[src/rtl/axi_reg_arbiter_if.sv]
`default_nettype none
// ============================================================================
//  Module      : axi_reg_arbiter_if
//  Description : Bundle of every requester-side and downstream-side AXI
//                channel of the two-requester register arbiter, plus the
//                one-hot grant status outputs.
//                slave  modport : the arbiter's view (suffix _i = into the
//                                 arbiter, suffix _o = out of it).
//                master modport : the environment's view (requesters and
//                                 the downstream register slave combined).
//  Parameters  : ADDR_W address width, DATA_W data width (strobe DATA_W/8)
//  Revision    : 1.0 - initial release
// ============================================================================
interface axi_reg_arbiter_if #(
  parameter int ADDR_W = 32,
  parameter int DATA_W = 32
);
  // requester 0
  logic [ADDR_W-1:0]   s0_awaddr_i;
  logic                s0_awvalid_i;
  logic                s0_awready_o;
  logic [DATA_W-1:0]   s0_wdata_i;
  logic [DATA_W/8-1:0] s0_wstrb_i;
  logic                s0_wvalid_i;
  logic                s0_wready_o;
  logic [1:0]          s0_bresp_o;
  logic                s0_bvalid_o;
  logic                s0_bready_i;
  logic [ADDR_W-1:0]   s0_araddr_i;
  logic                s0_arvalid_i;
  logic                s0_arready_o;
  logic [DATA_W-1:0]   s0_rdata_o;
  logic                s0_rvalid_o;
  logic                s0_rready_i;
  // requester 1
  logic [ADDR_W-1:0]   s1_awaddr_i;
  logic                s1_awvalid_i;
  logic                s1_awready_o;
  logic [DATA_W-1:0]   s1_wdata_i;
  logic [DATA_W/8-1:0] s1_wstrb_i;
  logic                s1_wvalid_i;
  logic                s1_wready_o;
  logic [1:0]          s1_bresp_o;
  logic                s1_bvalid_o;
  logic                s1_bready_i;
  logic [ADDR_W-1:0]   s1_araddr_i;
  logic                s1_arvalid_i;
  logic                s1_arready_o;
  logic [DATA_W-1:0]   s1_rdata_o;
  logic                s1_rvalid_o;
  logic                s1_rready_i;
  // downstream register slave
  logic [3:0]          m_awid_o;
  logic [ADDR_W-1:0]   m_awaddr_o;
  logic                m_awvalid_o;
  logic                m_awready_i;
  logic [DATA_W-1:0]   m_wdata_o;
  logic [DATA_W/8-1:0] m_wstrb_o;
  logic                m_wlast_o;
  logic                m_wvalid_o;
  logic                m_wready_i;
  logic [1:0]          m_bresp_i;
  logic                m_bvalid_i;
  logic                m_bready_o;
  logic [3:0]          m_arid_o;
  logic [ADDR_W-1:0]   m_araddr_o;
  logic                m_arvalid_o;
  logic                m_arready_i;
  logic [DATA_W-1:0]   m_rdata_i;
  logic                m_rvalid_i;
  logic                m_rready_o;
  // status
  logic [1:0]          w_grant_o;
  logic [1:0]          r_grant_o;

  modport slave (
    input  s0_awaddr_i, s0_awvalid_i, s0_wdata_i, s0_wstrb_i, s0_wvalid_i,
           s0_bready_i, s0_araddr_i, s0_arvalid_i, s0_rready_i,
           s1_awaddr_i, s1_awvalid_i, s1_wdata_i, s1_wstrb_i, s1_wvalid_i,
           s1_bready_i, s1_araddr_i, s1_arvalid_i, s1_rready_i,
           m_awready_i, m_wready_i, m_bresp_i, m_bvalid_i,
           m_arready_i, m_rdata_i, m_rvalid_i,
    output s0_awready_o, s0_wready_o, s0_bresp_o, s0_bvalid_o,
           s0_arready_o, s0_rdata_o, s0_rvalid_o,
           s1_awready_o, s1_wready_o, s1_bresp_o, s1_bvalid_o,
           s1_arready_o, s1_rdata_o, s1_rvalid_o,
           m_awid_o, m_awaddr_o, m_awvalid_o, m_wdata_o, m_wstrb_o,
           m_wlast_o, m_wvalid_o, m_bready_o,
           m_arid_o, m_araddr_o, m_arvalid_o, m_rready_o,
           w_grant_o, r_grant_o
  );

  modport master (
    output s0_awaddr_i, s0_awvalid_i, s0_wdata_i, s0_wstrb_i, s0_wvalid_i,
           s0_bready_i, s0_araddr_i, s0_arvalid_i, s0_rready_i,
           s1_awaddr_i, s1_awvalid_i, s1_wdata_i, s1_wstrb_i, s1_wvalid_i,
           s1_bready_i, s1_araddr_i, s1_arvalid_i, s1_rready_i,
           m_awready_i, m_wready_i, m_bresp_i, m_bvalid_i,
           m_arready_i, m_rdata_i, m_rvalid_i,
    input  s0_awready_o, s0_wready_o, s0_bresp_o, s0_bvalid_o,
           s0_arready_o, s0_rdata_o, s0_rvalid_o,
           s1_awready_o, s1_wready_o, s1_bresp_o, s1_bvalid_o,
           s1_arready_o, s1_rdata_o, s1_rvalid_o,
           m_awid_o, m_awaddr_o, m_awvalid_o, m_wdata_o, m_wstrb_o,
           m_wlast_o, m_wvalid_o, m_bready_o,
           m_arid_o, m_araddr_o, m_arvalid_o, m_rready_o,
           w_grant_o, r_grant_o
  );
endinterface
`default_nettype wire

[src/rtl/axi_reg_arbiter.sv]
`default_nettype none
// ============================================================================
//  Module      : axi_reg_arbiter
//  Description : Two-requester arbiter in front of the AXI register slave.
//                Write and read paths are arbitrated independently, one
//                outstanding transaction per path. Responses are routed
//                back by the registered grant, not by ID.
//  Ports       : clk    - clock
//                areset - asynchronous, active-low reset
//                bus    - axi_reg_arbiter_if.slave: requester channels
//                         s0_*/s1_*, downstream channels m_*, and the
//                         one-hot grant status w_grant_o / r_grant_o
//  Config      : AXI_ARB_FIXED_PRIO_EN - when defined, requester 0 wins every
//                tie (requester 1 may starve); default is round-robin.
//  Revision    : 1.0 - initial release
// ============================================================================
module axi_reg_arbiter #(
  parameter int ADDR_W = 32,
  parameter int DATA_W = 32
) (
  input  wire                 clk,
  input  wire                 areset,
  axi_reg_arbiter_if.slave    bus
);

  typedef enum logic [1:0] {W_IDLE = 2'd0, W_ADDR = 2'd1, W_RESP = 2'd2} wr_state_t;
  typedef enum logic [1:0] {R_IDLE = 2'd0, R_ADDR = 2'd1, R_DATA = 2'd2} rd_state_t;

  // --------------------------------------------------------------------------
  // State
  // --------------------------------------------------------------------------
  wr_state_t  r_wr_state, w_wr_state_nxt;
  logic [1:0] r_wr_grant, w_wr_grant_nxt;
  logic       r_aw_done,  w_aw_done_nxt;
  logic       r_w_done,   w_w_done_nxt;
  rd_state_t  r_rd_state, w_rd_state_nxt;
  logic [1:0] r_rd_grant, w_rd_grant_nxt;
`ifndef AXI_ARB_FIXED_PRIO_EN
  // 1 means requester 1 won the most recent arbitration on that path
  logic       r_wr_last,  w_wr_last_nxt;
  logic       r_rd_last,  w_rd_last_nxt;
`endif

  // --------------------------------------------------------------------------
  // Arbitration: one-hot pick among the requesters presenting an address
  // --------------------------------------------------------------------------
  logic       w_wr_pick0, w_rd_pick0;
  logic [1:0] w_wr_pick,  w_rd_pick;

`ifdef AXI_ARB_FIXED_PRIO_EN
  assign w_wr_pick0 = bus.s0_awvalid_i;
  assign w_rd_pick0 = bus.s0_arvalid_i;
`else
  // On a tie requester 0 wins only if requester 1 won last time
  assign w_wr_pick0 = bus.s0_awvalid_i & (~bus.s1_awvalid_i | r_wr_last);
  assign w_rd_pick0 = bus.s0_arvalid_i & (~bus.s1_arvalid_i | r_rd_last);
`endif
  assign w_wr_pick = {bus.s1_awvalid_i & ~w_wr_pick0, w_wr_pick0};
  assign w_rd_pick = {bus.s1_arvalid_i & ~w_rd_pick0, w_rd_pick0};

  // --------------------------------------------------------------------------
  // Granted-requester muxes (selected by grant bit 1)
  // --------------------------------------------------------------------------
  logic                w_wr_sel, w_rd_sel;
  logic [ADDR_W-1:0]   w_awaddr_sel, w_araddr_sel;
  logic [DATA_W-1:0]   w_wdata_sel;
  logic [DATA_W/8-1:0] w_wstrb_sel;
  logic                w_awvalid_sel, w_wvalid_sel, w_bready_sel;
  logic                w_arvalid_sel, w_rready_sel;

  assign w_wr_sel      = r_wr_grant[1];
  assign w_rd_sel      = r_rd_grant[1];
  assign w_awaddr_sel  = w_wr_sel ? bus.s1_awaddr_i  : bus.s0_awaddr_i;
  assign w_wdata_sel   = w_wr_sel ? bus.s1_wdata_i   : bus.s0_wdata_i;
  assign w_wstrb_sel   = w_wr_sel ? bus.s1_wstrb_i   : bus.s0_wstrb_i;
  assign w_awvalid_sel = w_wr_sel ? bus.s1_awvalid_i : bus.s0_awvalid_i;
  assign w_wvalid_sel  = w_wr_sel ? bus.s1_wvalid_i  : bus.s0_wvalid_i;
  assign w_bready_sel  = w_wr_sel ? bus.s1_bready_i  : bus.s0_bready_i;
  assign w_araddr_sel  = w_rd_sel ? bus.s1_araddr_i  : bus.s0_araddr_i;
  assign w_arvalid_sel = w_rd_sel ? bus.s1_arvalid_i : bus.s0_arvalid_i;
  assign w_rready_sel  = w_rd_sel ? bus.s1_rready_i  : bus.s0_rready_i;

  assign bus.m_wlast_o  = 1'b1;
  assign bus.s0_rdata_o = bus.m_rdata_i;
  assign bus.s1_rdata_o = bus.m_rdata_i;
  assign bus.w_grant_o  = r_wr_grant;
  assign bus.r_grant_o  = r_rd_grant;

  // --------------------------------------------------------------------------
  // State registers
  // --------------------------------------------------------------------------
  always_ff @(posedge clk or negedge areset) begin
    if (!areset) begin
      r_wr_state <= W_IDLE;
      r_wr_grant <= 2'b00;
      r_aw_done  <= 1'b0;
      r_w_done   <= 1'b0;
      r_rd_state <= R_IDLE;
      r_rd_grant <= 2'b00;
`ifndef AXI_ARB_FIXED_PRIO_EN
      r_wr_last  <= 1'b1;
      r_rd_last  <= 1'b1;
`endif
    end else begin
      r_wr_state <= w_wr_state_nxt;
      r_wr_grant <= w_wr_grant_nxt;
      r_aw_done  <= w_aw_done_nxt;
      r_w_done   <= w_w_done_nxt;
      r_rd_state <= w_rd_state_nxt;
      r_rd_grant <= w_rd_grant_nxt;
`ifndef AXI_ARB_FIXED_PRIO_EN
      r_wr_last  <= w_wr_last_nxt;
      r_rd_last  <= w_rd_last_nxt;
`endif
    end
  end

  // --------------------------------------------------------------------------
  // Write path: next state and outputs
  // --------------------------------------------------------------------------
  logic w_aw_fire, w_w_fire;

  always_comb begin
    w_wr_state_nxt   = r_wr_state;
    w_wr_grant_nxt   = r_wr_grant;
    w_aw_done_nxt    = r_aw_done;
    w_w_done_nxt     = r_w_done;
`ifndef AXI_ARB_FIXED_PRIO_EN
    w_wr_last_nxt    = r_wr_last;
`endif
    w_aw_fire        = 1'b0;
    w_w_fire         = 1'b0;
    bus.m_awid_o     = {3'b000, r_wr_grant[1]};
    bus.m_awaddr_o   = '0;
    bus.m_awvalid_o  = 1'b0;
    bus.m_wdata_o    = '0;
    bus.m_wstrb_o    = '0;
    bus.m_wvalid_o   = 1'b0;
    bus.m_bready_o   = 1'b0;
    bus.s0_awready_o = 1'b0;
    bus.s1_awready_o = 1'b0;
    bus.s0_wready_o  = 1'b0;
    bus.s1_wready_o  = 1'b0;
    bus.s0_bvalid_o  = 1'b0;
    bus.s1_bvalid_o  = 1'b0;
    bus.s0_bresp_o   = 2'b00;
    bus.s1_bresp_o   = 2'b00;

    case (r_wr_state)
      W_IDLE: begin
        if (|w_wr_pick) begin
          w_wr_grant_nxt = w_wr_pick;
`ifndef AXI_ARB_FIXED_PRIO_EN
          w_wr_last_nxt  = w_wr_pick[1];
`endif
          w_wr_state_nxt = W_ADDR;
        end
      end
      W_ADDR: begin
        // Each channel is forwarded only until its own handshake so that a
        // finished channel is not issued twice while the other one stalls.
        bus.m_awaddr_o   = w_awaddr_sel;
        bus.m_awvalid_o  = w_awvalid_sel & ~r_aw_done;
        bus.m_wdata_o    = w_wdata_sel;
        bus.m_wstrb_o    = w_wstrb_sel;
        bus.m_wvalid_o   = w_wvalid_sel & ~r_w_done;
        bus.s0_awready_o = ~w_wr_sel & ~r_aw_done & bus.m_awready_i;
        bus.s1_awready_o =  w_wr_sel & ~r_aw_done & bus.m_awready_i;
        bus.s0_wready_o  = ~w_wr_sel & ~r_w_done & bus.m_wready_i;
        bus.s1_wready_o  =  w_wr_sel & ~r_w_done & bus.m_wready_i;
        w_aw_fire = w_awvalid_sel & ~r_aw_done & bus.m_awready_i;
        w_w_fire  = w_wvalid_sel & ~r_w_done & bus.m_wready_i;
        if ((r_aw_done | w_aw_fire) && (r_w_done | w_w_fire)) begin
          w_aw_done_nxt  = 1'b0;
          w_w_done_nxt   = 1'b0;
          w_wr_state_nxt = W_RESP;
        end else begin
          w_aw_done_nxt  = r_aw_done | w_aw_fire;
          w_w_done_nxt   = r_w_done | w_w_fire;
        end
      end
      W_RESP: begin
        bus.m_bready_o  = w_bready_sel;
        bus.s0_bvalid_o = ~w_wr_sel & bus.m_bvalid_i;
        bus.s1_bvalid_o =  w_wr_sel & bus.m_bvalid_i;
        bus.s0_bresp_o  = w_wr_sel ? 2'b00 : bus.m_bresp_i;
        bus.s1_bresp_o  = w_wr_sel ? bus.m_bresp_i : 2'b00;
        if (bus.m_bvalid_i && w_bready_sel) begin
          w_wr_grant_nxt = 2'b00;
          w_wr_state_nxt = W_IDLE;
        end
      end
      default: begin
        w_wr_grant_nxt = 2'b00;
        w_wr_state_nxt = W_IDLE;
      end
    endcase
  end

  // --------------------------------------------------------------------------
  // Read path: next state and outputs
  // --------------------------------------------------------------------------
  always_comb begin
    w_rd_state_nxt   = r_rd_state;
    w_rd_grant_nxt   = r_rd_grant;
`ifndef AXI_ARB_FIXED_PRIO_EN
    w_rd_last_nxt    = r_rd_last;
`endif
    bus.m_arid_o     = {3'b000, r_rd_grant[1]};
    bus.m_araddr_o   = '0;
    bus.m_arvalid_o  = 1'b0;
    bus.m_rready_o   = 1'b0;
    bus.s0_arready_o = 1'b0;
    bus.s1_arready_o = 1'b0;
    bus.s0_rvalid_o  = 1'b0;
    bus.s1_rvalid_o  = 1'b0;

    case (r_rd_state)
      R_IDLE: begin
        if (|w_rd_pick) begin
          w_rd_grant_nxt = w_rd_pick;
`ifndef AXI_ARB_FIXED_PRIO_EN
          w_rd_last_nxt  = w_rd_pick[1];
`endif
          w_rd_state_nxt = R_ADDR;
        end
      end
      R_ADDR: begin
        bus.m_araddr_o   = w_araddr_sel;
        bus.m_arvalid_o  = w_arvalid_sel;
        bus.s0_arready_o = ~w_rd_sel & bus.m_arready_i;
        bus.s1_arready_o =  w_rd_sel & bus.m_arready_i;
        if (w_arvalid_sel && bus.m_arready_i) begin
          w_rd_state_nxt = R_DATA;
        end
      end
      R_DATA: begin
        bus.m_rready_o  = w_rready_sel;
        bus.s0_rvalid_o = ~w_rd_sel & bus.m_rvalid_i;
        bus.s1_rvalid_o =  w_rd_sel & bus.m_rvalid_i;
        if (bus.m_rvalid_i && w_rready_sel) begin
          w_rd_grant_nxt = 2'b00;
          w_rd_state_nxt = R_IDLE;
        end
      end
      default: begin
        w_rd_grant_nxt = 2'b00;
        w_rd_state_nxt = R_IDLE;
      end
    endcase
  end

endmodule
`default_nettype wire

[src/flat_wrapper.sv]
// flat-port wrapper written by rule: the top's interface ports become plain ports
module axi_reg_arbiter_flat 
#(
  parameter int ADDR_W = 32,
  parameter int DATA_W = 32
)
  (clk, areset, bus_s0_awaddr_i, bus_s0_awvalid_i, bus_s0_wdata_i, bus_s0_wstrb_i, bus_s0_wvalid_i, bus_s0_bready_i, bus_s0_araddr_i, bus_s0_arvalid_i, bus_s0_rready_i, bus_s1_awaddr_i, bus_s1_awvalid_i, bus_s1_wdata_i, bus_s1_wstrb_i, bus_s1_wvalid_i, bus_s1_bready_i, bus_s1_araddr_i, bus_s1_arvalid_i, bus_s1_rready_i, bus_m_awready_i, bus_m_wready_i, bus_m_bresp_i, bus_m_bvalid_i, bus_m_arready_i, bus_m_rdata_i, bus_m_rvalid_i, bus_s0_awready_o, bus_s0_wready_o, bus_s0_bresp_o, bus_s0_bvalid_o, bus_s0_arready_o, bus_s0_rdata_o, bus_s0_rvalid_o, bus_s1_awready_o, bus_s1_wready_o, bus_s1_bresp_o, bus_s1_bvalid_o, bus_s1_arready_o, bus_s1_rdata_o, bus_s1_rvalid_o, bus_m_awid_o, bus_m_awaddr_o, bus_m_awvalid_o, bus_m_wdata_o, bus_m_wstrb_o, bus_m_wlast_o, bus_m_wvalid_o, bus_m_bready_o, bus_m_arid_o, bus_m_araddr_o, bus_m_arvalid_o, bus_m_rready_o, bus_w_grant_o, bus_r_grant_o);
  axi_reg_arbiter_if #(.ADDR_W(ADDR_W), .DATA_W(DATA_W)) bus_i ();
  input  wire clk;
  input  wire areset;
  input wire logic [$bits(bus_i.s0_awaddr_i)-1:0] bus_s0_awaddr_i;
  input wire logic [$bits(bus_i.s0_awvalid_i)-1:0] bus_s0_awvalid_i;
  input wire logic [$bits(bus_i.s0_wdata_i)-1:0] bus_s0_wdata_i;
  input wire logic [$bits(bus_i.s0_wstrb_i)-1:0] bus_s0_wstrb_i;
  input wire logic [$bits(bus_i.s0_wvalid_i)-1:0] bus_s0_wvalid_i;
  input wire logic [$bits(bus_i.s0_bready_i)-1:0] bus_s0_bready_i;
  input wire logic [$bits(bus_i.s0_araddr_i)-1:0] bus_s0_araddr_i;
  input wire logic [$bits(bus_i.s0_arvalid_i)-1:0] bus_s0_arvalid_i;
  input wire logic [$bits(bus_i.s0_rready_i)-1:0] bus_s0_rready_i;
  input wire logic [$bits(bus_i.s1_awaddr_i)-1:0] bus_s1_awaddr_i;
  input wire logic [$bits(bus_i.s1_awvalid_i)-1:0] bus_s1_awvalid_i;
  input wire logic [$bits(bus_i.s1_wdata_i)-1:0] bus_s1_wdata_i;
  input wire logic [$bits(bus_i.s1_wstrb_i)-1:0] bus_s1_wstrb_i;
  input wire logic [$bits(bus_i.s1_wvalid_i)-1:0] bus_s1_wvalid_i;
  input wire logic [$bits(bus_i.s1_bready_i)-1:0] bus_s1_bready_i;
  input wire logic [$bits(bus_i.s1_araddr_i)-1:0] bus_s1_araddr_i;
  input wire logic [$bits(bus_i.s1_arvalid_i)-1:0] bus_s1_arvalid_i;
  input wire logic [$bits(bus_i.s1_rready_i)-1:0] bus_s1_rready_i;
  input wire logic [$bits(bus_i.m_awready_i)-1:0] bus_m_awready_i;
  input wire logic [$bits(bus_i.m_wready_i)-1:0] bus_m_wready_i;
  input wire logic [$bits(bus_i.m_bresp_i)-1:0] bus_m_bresp_i;
  input wire logic [$bits(bus_i.m_bvalid_i)-1:0] bus_m_bvalid_i;
  input wire logic [$bits(bus_i.m_arready_i)-1:0] bus_m_arready_i;
  input wire logic [$bits(bus_i.m_rdata_i)-1:0] bus_m_rdata_i;
  input wire logic [$bits(bus_i.m_rvalid_i)-1:0] bus_m_rvalid_i;
  output wire logic [$bits(bus_i.s0_awready_o)-1:0] bus_s0_awready_o;
  output wire logic [$bits(bus_i.s0_wready_o)-1:0] bus_s0_wready_o;
  output wire logic [$bits(bus_i.s0_bresp_o)-1:0] bus_s0_bresp_o;
  output wire logic [$bits(bus_i.s0_bvalid_o)-1:0] bus_s0_bvalid_o;
  output wire logic [$bits(bus_i.s0_arready_o)-1:0] bus_s0_arready_o;
  output wire logic [$bits(bus_i.s0_rdata_o)-1:0] bus_s0_rdata_o;
  output wire logic [$bits(bus_i.s0_rvalid_o)-1:0] bus_s0_rvalid_o;
  output wire logic [$bits(bus_i.s1_awready_o)-1:0] bus_s1_awready_o;
  output wire logic [$bits(bus_i.s1_wready_o)-1:0] bus_s1_wready_o;
  output wire logic [$bits(bus_i.s1_bresp_o)-1:0] bus_s1_bresp_o;
  output wire logic [$bits(bus_i.s1_bvalid_o)-1:0] bus_s1_bvalid_o;
  output wire logic [$bits(bus_i.s1_arready_o)-1:0] bus_s1_arready_o;
  output wire logic [$bits(bus_i.s1_rdata_o)-1:0] bus_s1_rdata_o;
  output wire logic [$bits(bus_i.s1_rvalid_o)-1:0] bus_s1_rvalid_o;
  output wire logic [$bits(bus_i.m_awid_o)-1:0] bus_m_awid_o;
  output wire logic [$bits(bus_i.m_awaddr_o)-1:0] bus_m_awaddr_o;
  output wire logic [$bits(bus_i.m_awvalid_o)-1:0] bus_m_awvalid_o;
  output wire logic [$bits(bus_i.m_wdata_o)-1:0] bus_m_wdata_o;
  output wire logic [$bits(bus_i.m_wstrb_o)-1:0] bus_m_wstrb_o;
  output wire logic [$bits(bus_i.m_wlast_o)-1:0] bus_m_wlast_o;
  output wire logic [$bits(bus_i.m_wvalid_o)-1:0] bus_m_wvalid_o;
  output wire logic [$bits(bus_i.m_bready_o)-1:0] bus_m_bready_o;
  output wire logic [$bits(bus_i.m_arid_o)-1:0] bus_m_arid_o;
  output wire logic [$bits(bus_i.m_araddr_o)-1:0] bus_m_araddr_o;
  output wire logic [$bits(bus_i.m_arvalid_o)-1:0] bus_m_arvalid_o;
  output wire logic [$bits(bus_i.m_rready_o)-1:0] bus_m_rready_o;
  output wire logic [$bits(bus_i.w_grant_o)-1:0] bus_w_grant_o;
  output wire logic [$bits(bus_i.r_grant_o)-1:0] bus_r_grant_o;
  assign bus_i.s0_awaddr_i = bus_s0_awaddr_i;
  assign bus_i.s0_awvalid_i = bus_s0_awvalid_i;
  assign bus_i.s0_wdata_i = bus_s0_wdata_i;
  assign bus_i.s0_wstrb_i = bus_s0_wstrb_i;
  assign bus_i.s0_wvalid_i = bus_s0_wvalid_i;
  assign bus_i.s0_bready_i = bus_s0_bready_i;
  assign bus_i.s0_araddr_i = bus_s0_araddr_i;
  assign bus_i.s0_arvalid_i = bus_s0_arvalid_i;
  assign bus_i.s0_rready_i = bus_s0_rready_i;
  assign bus_i.s1_awaddr_i = bus_s1_awaddr_i;
  assign bus_i.s1_awvalid_i = bus_s1_awvalid_i;
  assign bus_i.s1_wdata_i = bus_s1_wdata_i;
  assign bus_i.s1_wstrb_i = bus_s1_wstrb_i;
  assign bus_i.s1_wvalid_i = bus_s1_wvalid_i;
  assign bus_i.s1_bready_i = bus_s1_bready_i;
  assign bus_i.s1_araddr_i = bus_s1_araddr_i;
  assign bus_i.s1_arvalid_i = bus_s1_arvalid_i;
  assign bus_i.s1_rready_i = bus_s1_rready_i;
  assign bus_i.m_awready_i = bus_m_awready_i;
  assign bus_i.m_wready_i = bus_m_wready_i;
  assign bus_i.m_bresp_i = bus_m_bresp_i;
  assign bus_i.m_bvalid_i = bus_m_bvalid_i;
  assign bus_i.m_arready_i = bus_m_arready_i;
  assign bus_i.m_rdata_i = bus_m_rdata_i;
  assign bus_i.m_rvalid_i = bus_m_rvalid_i;
  assign bus_s0_awready_o = bus_i.s0_awready_o;
  assign bus_s0_wready_o = bus_i.s0_wready_o;
  assign bus_s0_bresp_o = bus_i.s0_bresp_o;
  assign bus_s0_bvalid_o = bus_i.s0_bvalid_o;
  assign bus_s0_arready_o = bus_i.s0_arready_o;
  assign bus_s0_rdata_o = bus_i.s0_rdata_o;
  assign bus_s0_rvalid_o = bus_i.s0_rvalid_o;
  assign bus_s1_awready_o = bus_i.s1_awready_o;
  assign bus_s1_wready_o = bus_i.s1_wready_o;
  assign bus_s1_bresp_o = bus_i.s1_bresp_o;
  assign bus_s1_bvalid_o = bus_i.s1_bvalid_o;
  assign bus_s1_arready_o = bus_i.s1_arready_o;
  assign bus_s1_rdata_o = bus_i.s1_rdata_o;
  assign bus_s1_rvalid_o = bus_i.s1_rvalid_o;
  assign bus_m_awid_o = bus_i.m_awid_o;
  assign bus_m_awaddr_o = bus_i.m_awaddr_o;
  assign bus_m_awvalid_o = bus_i.m_awvalid_o;
  assign bus_m_wdata_o = bus_i.m_wdata_o;
  assign bus_m_wstrb_o = bus_i.m_wstrb_o;
  assign bus_m_wlast_o = bus_i.m_wlast_o;
  assign bus_m_wvalid_o = bus_i.m_wvalid_o;
  assign bus_m_bready_o = bus_i.m_bready_o;
  assign bus_m_arid_o = bus_i.m_arid_o;
  assign bus_m_araddr_o = bus_i.m_araddr_o;
  assign bus_m_arvalid_o = bus_i.m_arvalid_o;
  assign bus_m_rready_o = bus_i.m_rready_o;
  assign bus_w_grant_o = bus_i.w_grant_o;
  assign bus_r_grant_o = bus_i.r_grant_o;
  axi_reg_arbiter #(.ADDR_W(ADDR_W), .DATA_W(DATA_W)) u_core (.clk(clk), .areset(areset), .bus(bus_i));
endmodule
[config.mk]
export PLATFORM = sky130hd
export DESIGN_NAME = axi_reg_arbiter_flat
export DESIGN_NICKNAME = d
export VERILOG_FILES = /design/src/rtl/axi_reg_arbiter_if.sv /design/src/rtl/axi_reg_arbiter.sv /design/src/flat_wrapper.sv
export SDC_FILE = /design/constraint.sdc
export NUM_CORES = 1
export LEC_CHECK = 0
export BUFFER_PORTS_ARGS = -buffer_cell sky130_fd_sc_hd__buf_4
export CORE_AREA = 2 2 176 178
export CTS_CLUSTER_SIZE = 14
export DETAILED_ROUTE_END_ITERATION = 16
export DIE_AREA = 0 0 178 180
export PLACE_DENSITY_LB_ADDON = 0.05
export SETUP_SLACK_MARGIN = 0.5
export SLEW_MARGIN = 20
export SYNTH_ARGS = -nofsm -noshare
export SYNTH_HDL_FRONTEND = slang
export SYNTH_SLANG_ARGS = --single-unit
[constraint.sdc]
create_clock -name clk -period 1.75 [get_ports clk]
set_clock_uncertainty 0.15 [all_clocks]
set_input_delay 0 -clock clk [delete_from_list [all_inputs] [get_ports clk]]
set_output_delay 0 -clock clk [all_outputs]
set_load 0.05 [all_outputs]
# Word-level counts from Yosys, hierarchy flattened
# Index checks and enable logic that the tools add are counted.
dict set report totals {
  inputBits 251
  reg_bits 12
  out_inout_bits 196
  wordCells 114
}
dict set report classes {
  eq_ne 10
  muxes 46
  n_reduce_logical 14
  n_bitwise 36
}
# cell count
set ops {}
lappend ops {{$mux 32} 6}
lappend ops {{$mux 2} 12}
lappend ops {{$pmux 2 s3} 4}
lappend ops {{$and 1x1->1} 22}
lappend ops {{$mux 1} 22}
lappend ops {{$ne 2x1->1 const B} 6}
lappend ops {{$reduce_and 3->1} 4}
lappend ops {{$not 1->1} 10}
lappend ops {{$mux 4} 2}
lappend ops {{$eq 2x1->1 const B} 2}
lappend ops {{$eq 2x2->1 const B} 2}
lappend ops {{$logic_and 1x1->1} 4}
lappend ops {{$logic_not 2->1} 2}
lappend ops {{$or 1x1->1} 4}
lappend ops {{$reduce_and 2->1} 2}
lappend ops {{$reduce_or 2->1} 2}

# Longest topological paths before layout
dict set report depth {
  word_depth 8
  mapped_depth 6
}

# Worst setup path after synthesis
# Ideal clock, no wire load.
dict set report synth_timing {
  kind {register to output}
  start {reg u_core.r_rd_grant[1], in the netlist u_core.bus.r_grant_o[1]}
  end {out bus_s0_rvalid_o}
  path_slack_ns -0.974
  path_stages_with_launch 4
  t_arrival_ns 2.574
  n_path_buf 2
  required_ns 1.600
  cell_sequence {dfrtp_1 > buf_2 > buf_4 > nor4_1}
}
dict set report synth_between {
  elab_chain_len 3
}
# element line
set synth_lines {}
lappend synth_lines {{from (decl)} axi_reg_arbiter.sv:37} ;# logic [1:0] r_rd_grant, w_rd_grant_nxt;
lappend synth_lines {{from (signal assigned)} axi_reg_arbiter.sv:110} ;# r_rd_grant <= w_rd_grant_nxt;
lappend synth_lines {{$not 1->1} axi_reg_arbiter.sv:239} ;# bus.s0_rvalid_o = ~w_rd_sel & bus.m_rvalid_i;
lappend synth_lines {{$and 1x1->1} axi_reg_arbiter.sv:239}
lappend synth_lines {{$mux 1} axi_reg_arbiter.sv:218} ;# case (r_rd_state)
lappend synth_lines {{to (decl)} flat_wrapper.sv:42} ;# output wire logic [$bits(bus_i.s0_rvalid_o)-1:0] bus_s0_rvalid_o;
# No other way between the ends.

# Worst setup path after layout
dict set report layout_timing {
  start {reg u_core.r_wr_grant[1], in the netlist u_core.bus.w_grant_o[1]}
  end {reg u_core.r_wr_state[1]}
}
dict set report layout_between {
  elab_chain_len 7
}
# element line
set layout_lines {}
lappend layout_lines {{from (decl)} axi_reg_arbiter.sv:33} ;# logic [1:0] r_wr_grant, w_wr_grant_nxt;
lappend layout_lines {{from (signal assigned)} axi_reg_arbiter.sv:106} ;# r_wr_grant <= w_wr_grant_nxt;
lappend layout_lines {{$mux 1 (on tied branches)} {axi_reg_arbiter.sv:76, axi_reg_arbiter.sv:77}}
lappend layout_lines {{$and 1x1->1 (on tied branches) (2 in a row)} {axi_reg_arbiter.sv:171, axi_reg_arbiter.sv:172}}
lappend layout_lines {{$or 1x1->1} axi_reg_arbiter.sv:173} ;# if ((r_aw_done | w_aw_fire) && (r_w_done | w_w_fire)) begin
lappend layout_lines {{$logic_and 1x1->1} axi_reg_arbiter.sv:173}
lappend layout_lines {{$ne 2x1->1 (no line)} --}
lappend layout_lines {{$reduce_and 3->1 (no line) (*)} --}
lappend layout_lines {{to (signal assigned)} axi_reg_arbiter.sv:105} ;# r_wr_state <= w_wr_state_nxt;
lappend layout_lines {{to (decl)} axi_reg_arbiter.sv:32} ;# wr_state_t r_wr_state, w_wr_state_nxt;
# Mark *: on every way between the ends. The rest lies on a longest branch, timed or not.
# A chain may end at the register's enable or synchronous reset.

==> results.yml <==
global_routing:
  grt_pass1_wl_um: 27200
  grt_max_degree: 27
  grt-ovfl-total: 0
  grt_usage: 0.110
  grt_pass1_vias: 4688
  antenna_found_initial: 1
layout:
  area_delta_synth_final_pct: 236
  drive_gt1_frac: 0.888
  fin_nets: 1003
  design_area_um2: 9710
timing:
  fin_crit_ns: 1.80
  fin_crit_sh: 1.03
  setup_ws_ns: -0.0451
  setup_viol_count_final: 63
  hold_violations: 0
  max_clock_freq_mhz: 557
  rsz0062_at_grt: "yes"
  slew-limit-headroom: 0.348
  tightest_slew_ns: 0.982
  slew_viol_final: 0
critical_path:
  cp-start-kind: "register"
  r2r_slack_ns: -0.05
  critPathArrivalTime_ns: 1.78
  crit_type: "register to register"
  timing.rr.end: "u_core.r_wr_state[1]"
  end_kind: "register"
  worstPathRequired_ns: 1.74
  r2r_cells: 5
  path_max_fanout: 3
  reg2reg_from: "u_core.bus.w_grant_o[1]"
floorplanning:
  die_area_um2: 32000
  ioPinCount: 447
  die_h_um: 180
  fp-row-count: 64
  start_util: 0.0957
  fp.dieW_um: 178
  core_um2: 30200
detailed_routing:
  firstDrtPassIters: 4
  routed_wl_um: 18600
  drt_iter0_drc: 70
  wl_per_cell_um: 16.2
  postRouteAntennaNets: 0
  vias_per_cell: 3.66
  vias: 4198
  drc: 0
power_and_ir_drop:
  peakVddDrop_uv: 941
  power_density_nw_per_um2: 1870
  total_leakage_power_nw: 4.05
run_status:
  status: "complete, but fails checks"
  violations: "negative setup slack"
place:
  gp_congestion: 0.736
  io_buffers: 343
  pre_cts_ws_ns: 0.114
  hpwl_um: 14800
  placed_area_um2: 6700
clock_tree:
  cts.clk_slew.worst_paths_ns: 0.05
  insertion_delay_ns: 0.25
  cts_root_buf: "clkbuf_16"
  cts_buffers: 3
  clock_sinks: 12
  ctsLongestPathBuffers: 2
  tritoncts: "done"
  htree_levels: 1
logic_synthesis:
  yosysSeqAreaShare: 0.105
  async_reset_ff_frac: 1.00
  yosysWarningCount: 0
  syn-cell-area_um2: 2890
  synth_cells: 392
  avgSynthCellArea_um2: 7.37
  yosysUniqueCellTypes: 31
  synth_edf_count: 0
  synth-seq-cells: 12
  synth-main-ff-cell: "dfrtp_1"
min_path:
  worstHoldPathType: "input port to asynchronous set/reset pin"
run:
  cap_violations: 0
-- what timing repair did --
action	CTS	global route
hold buffers	43	0
gates resized for setup	322	117
pin swaps	17	11
setup endpoints to repair	132	199
gates cloned	5	0
buffers inserted	25	6
endpoints found under the hold margin	86	0
-- critical path, stage by stage (launching register included) --
cell	delay, ns
dfrtp_4	0.50
buf_6	0.15
buf_4	0.13
mux2_4	0.30
a21o_1	0.20
a32o_1	0.25
-- stage by stage --
step / total power, W / instances / utilization / hold slack, ns / TNS, ns
after global routing: 0.0190 / 1147 / 0.321 / 0.0166 / -4.78
after CTS: 0.0175 / 1141 / 0.305 / 0.00498 / -2.33
after detailed placement: 0.0131 / 1064 / 0.222 / -0.280 / 0
after floorplan: 0.0100 / 397 / - / -0.446 / 0
final: 0.0182 / 1148 / 0.322 / 0.00438 / -1.31
after global placement: 0.0132 / 1064 / 0.222 / -0.279 / 0
-- Yosys cell counts (all sizes together), types with 3 or more instances --
master	n	area share
nor2	107	0.14
nor2b	3	0.0065
a32o	3	0.010
and3	12	0.026
buf	97	0.24
nand2	3	0.0039
inv	8	0.010
dfrtp	10	0.087
nand2b	6	0.013
mux2i	104	0.36
a21oi	6	0.010
o21ai	3	0.0052
a31oi	5	0.011
nor3	3	0.0052
-- how the worst max path moves through the flow --
stage / from / to / cells past startpoint / slack (ns)
floorplan: u_core.bus.w_grant_o[1] / u_core.r_wr_state[1] / 4 / 0.07
global placement: u_core.bus.w_grant_o[1] / bus_m_awaddr_o[22] / 5 / 0.15
detailed placement: u_core.bus.w_grant_o[1] / bus_m_awaddr_o[22] / 5 / 0.11
CTS: u_core.bus.w_grant_o[1] / u_core.r_wr_state[1] / 5 / -0.07
global route: u_core.bus.w_grant_o[1] / u_core.r_wr_state[1] / 5 / -0.1
finish: u_core.bus.w_grant_o[1] / u_core.r_wr_state[1] / 5 / -0.05
-- cell families after synthesis --
| kind of cell | synth area share |
|---|---|
| compound gates | 0.0688 |
| buf+inv | 0.253 |
| simple gates | 0.200 |
| mux | 0.371 |
| flops | 0.105 |
| other cells | 0.00260 |
-- per-layer routing --
| metal | vias up | part of all wire | track usage |
|---|---|---|---|
| li1 | 1990 | - | - |
| met1 | 1943 | 0.31 | 0.107 |
| met2 | 256 | 0.54 | 0.212 |
| met3 | 9 | 0.14 | 0.0497 |
| met4 | 0 | 0.0083 | 0.0180 |
| met5 | - | 0 | 0 |
-- registers in the layout, summed over array words and instances, names as in the netlist --
| register | cells |
|---|---|
| u_core.r_w_done | 1 |
| u_core.r_wr_state | 2 |
| u_core.r_wr_last | 1 |
| u_core.bus.r_grant_o | 2 |
| u_core.r_rd_last | 1 |
| u_core.bus.w_grant_o | 2 |
| u_core.r_aw_done | 1 |
| u_core.r_rd_state | 2 |
-- cells in the final DEF (no fill, tap or decap), types with 2 or more instances in the layout --
master,instances
nor2_2,2
dfrtp_4,2
dfrtp_2,2
a21oi_2,6
dlymetal6s4s_1,32
nand2b_4,2
nor2b_4,2
mux2_4,2
and3_4,11
buf_8,64
and2_4,2
a21o_1,2
dfrtp_1,6
buf_6,51
dfstp_2,2
a32o_1,3
inv_2,2
buf_16,7
nand2b_1,4
dlygate4sd3_1,11
clkbuf_16,3
a21boi_0,2
conb_1,7
a31oi_1,5
o21ai_2,2
mux2i_2,18
inv_1,5
mux2i_4,85
buf_12,31
nor2_4,105
buf_4,253
-- power breakdown --
group / leakage [nW] / switching [W] / internal [W]
registers: 0.142 / 0.000171 / 0.000437
logic: 3.87 / 0.00944 / 0.00767
clock network: 0.0442 / 0.000136 / 0.000346
-- layout make-up --
class | instances | area [µm²]
inverters | 8 | 42.5
diodes | 1 | 2.50
flip-flops and latches | 12 | 313
repair buffers | 449 | 4760
clock buffers | 4 | 88.8
multi-input cells | 278 | 4010
well taps | 396 | 495
fillers | 3087 | 20500
(Power assumes the default switching activity.)
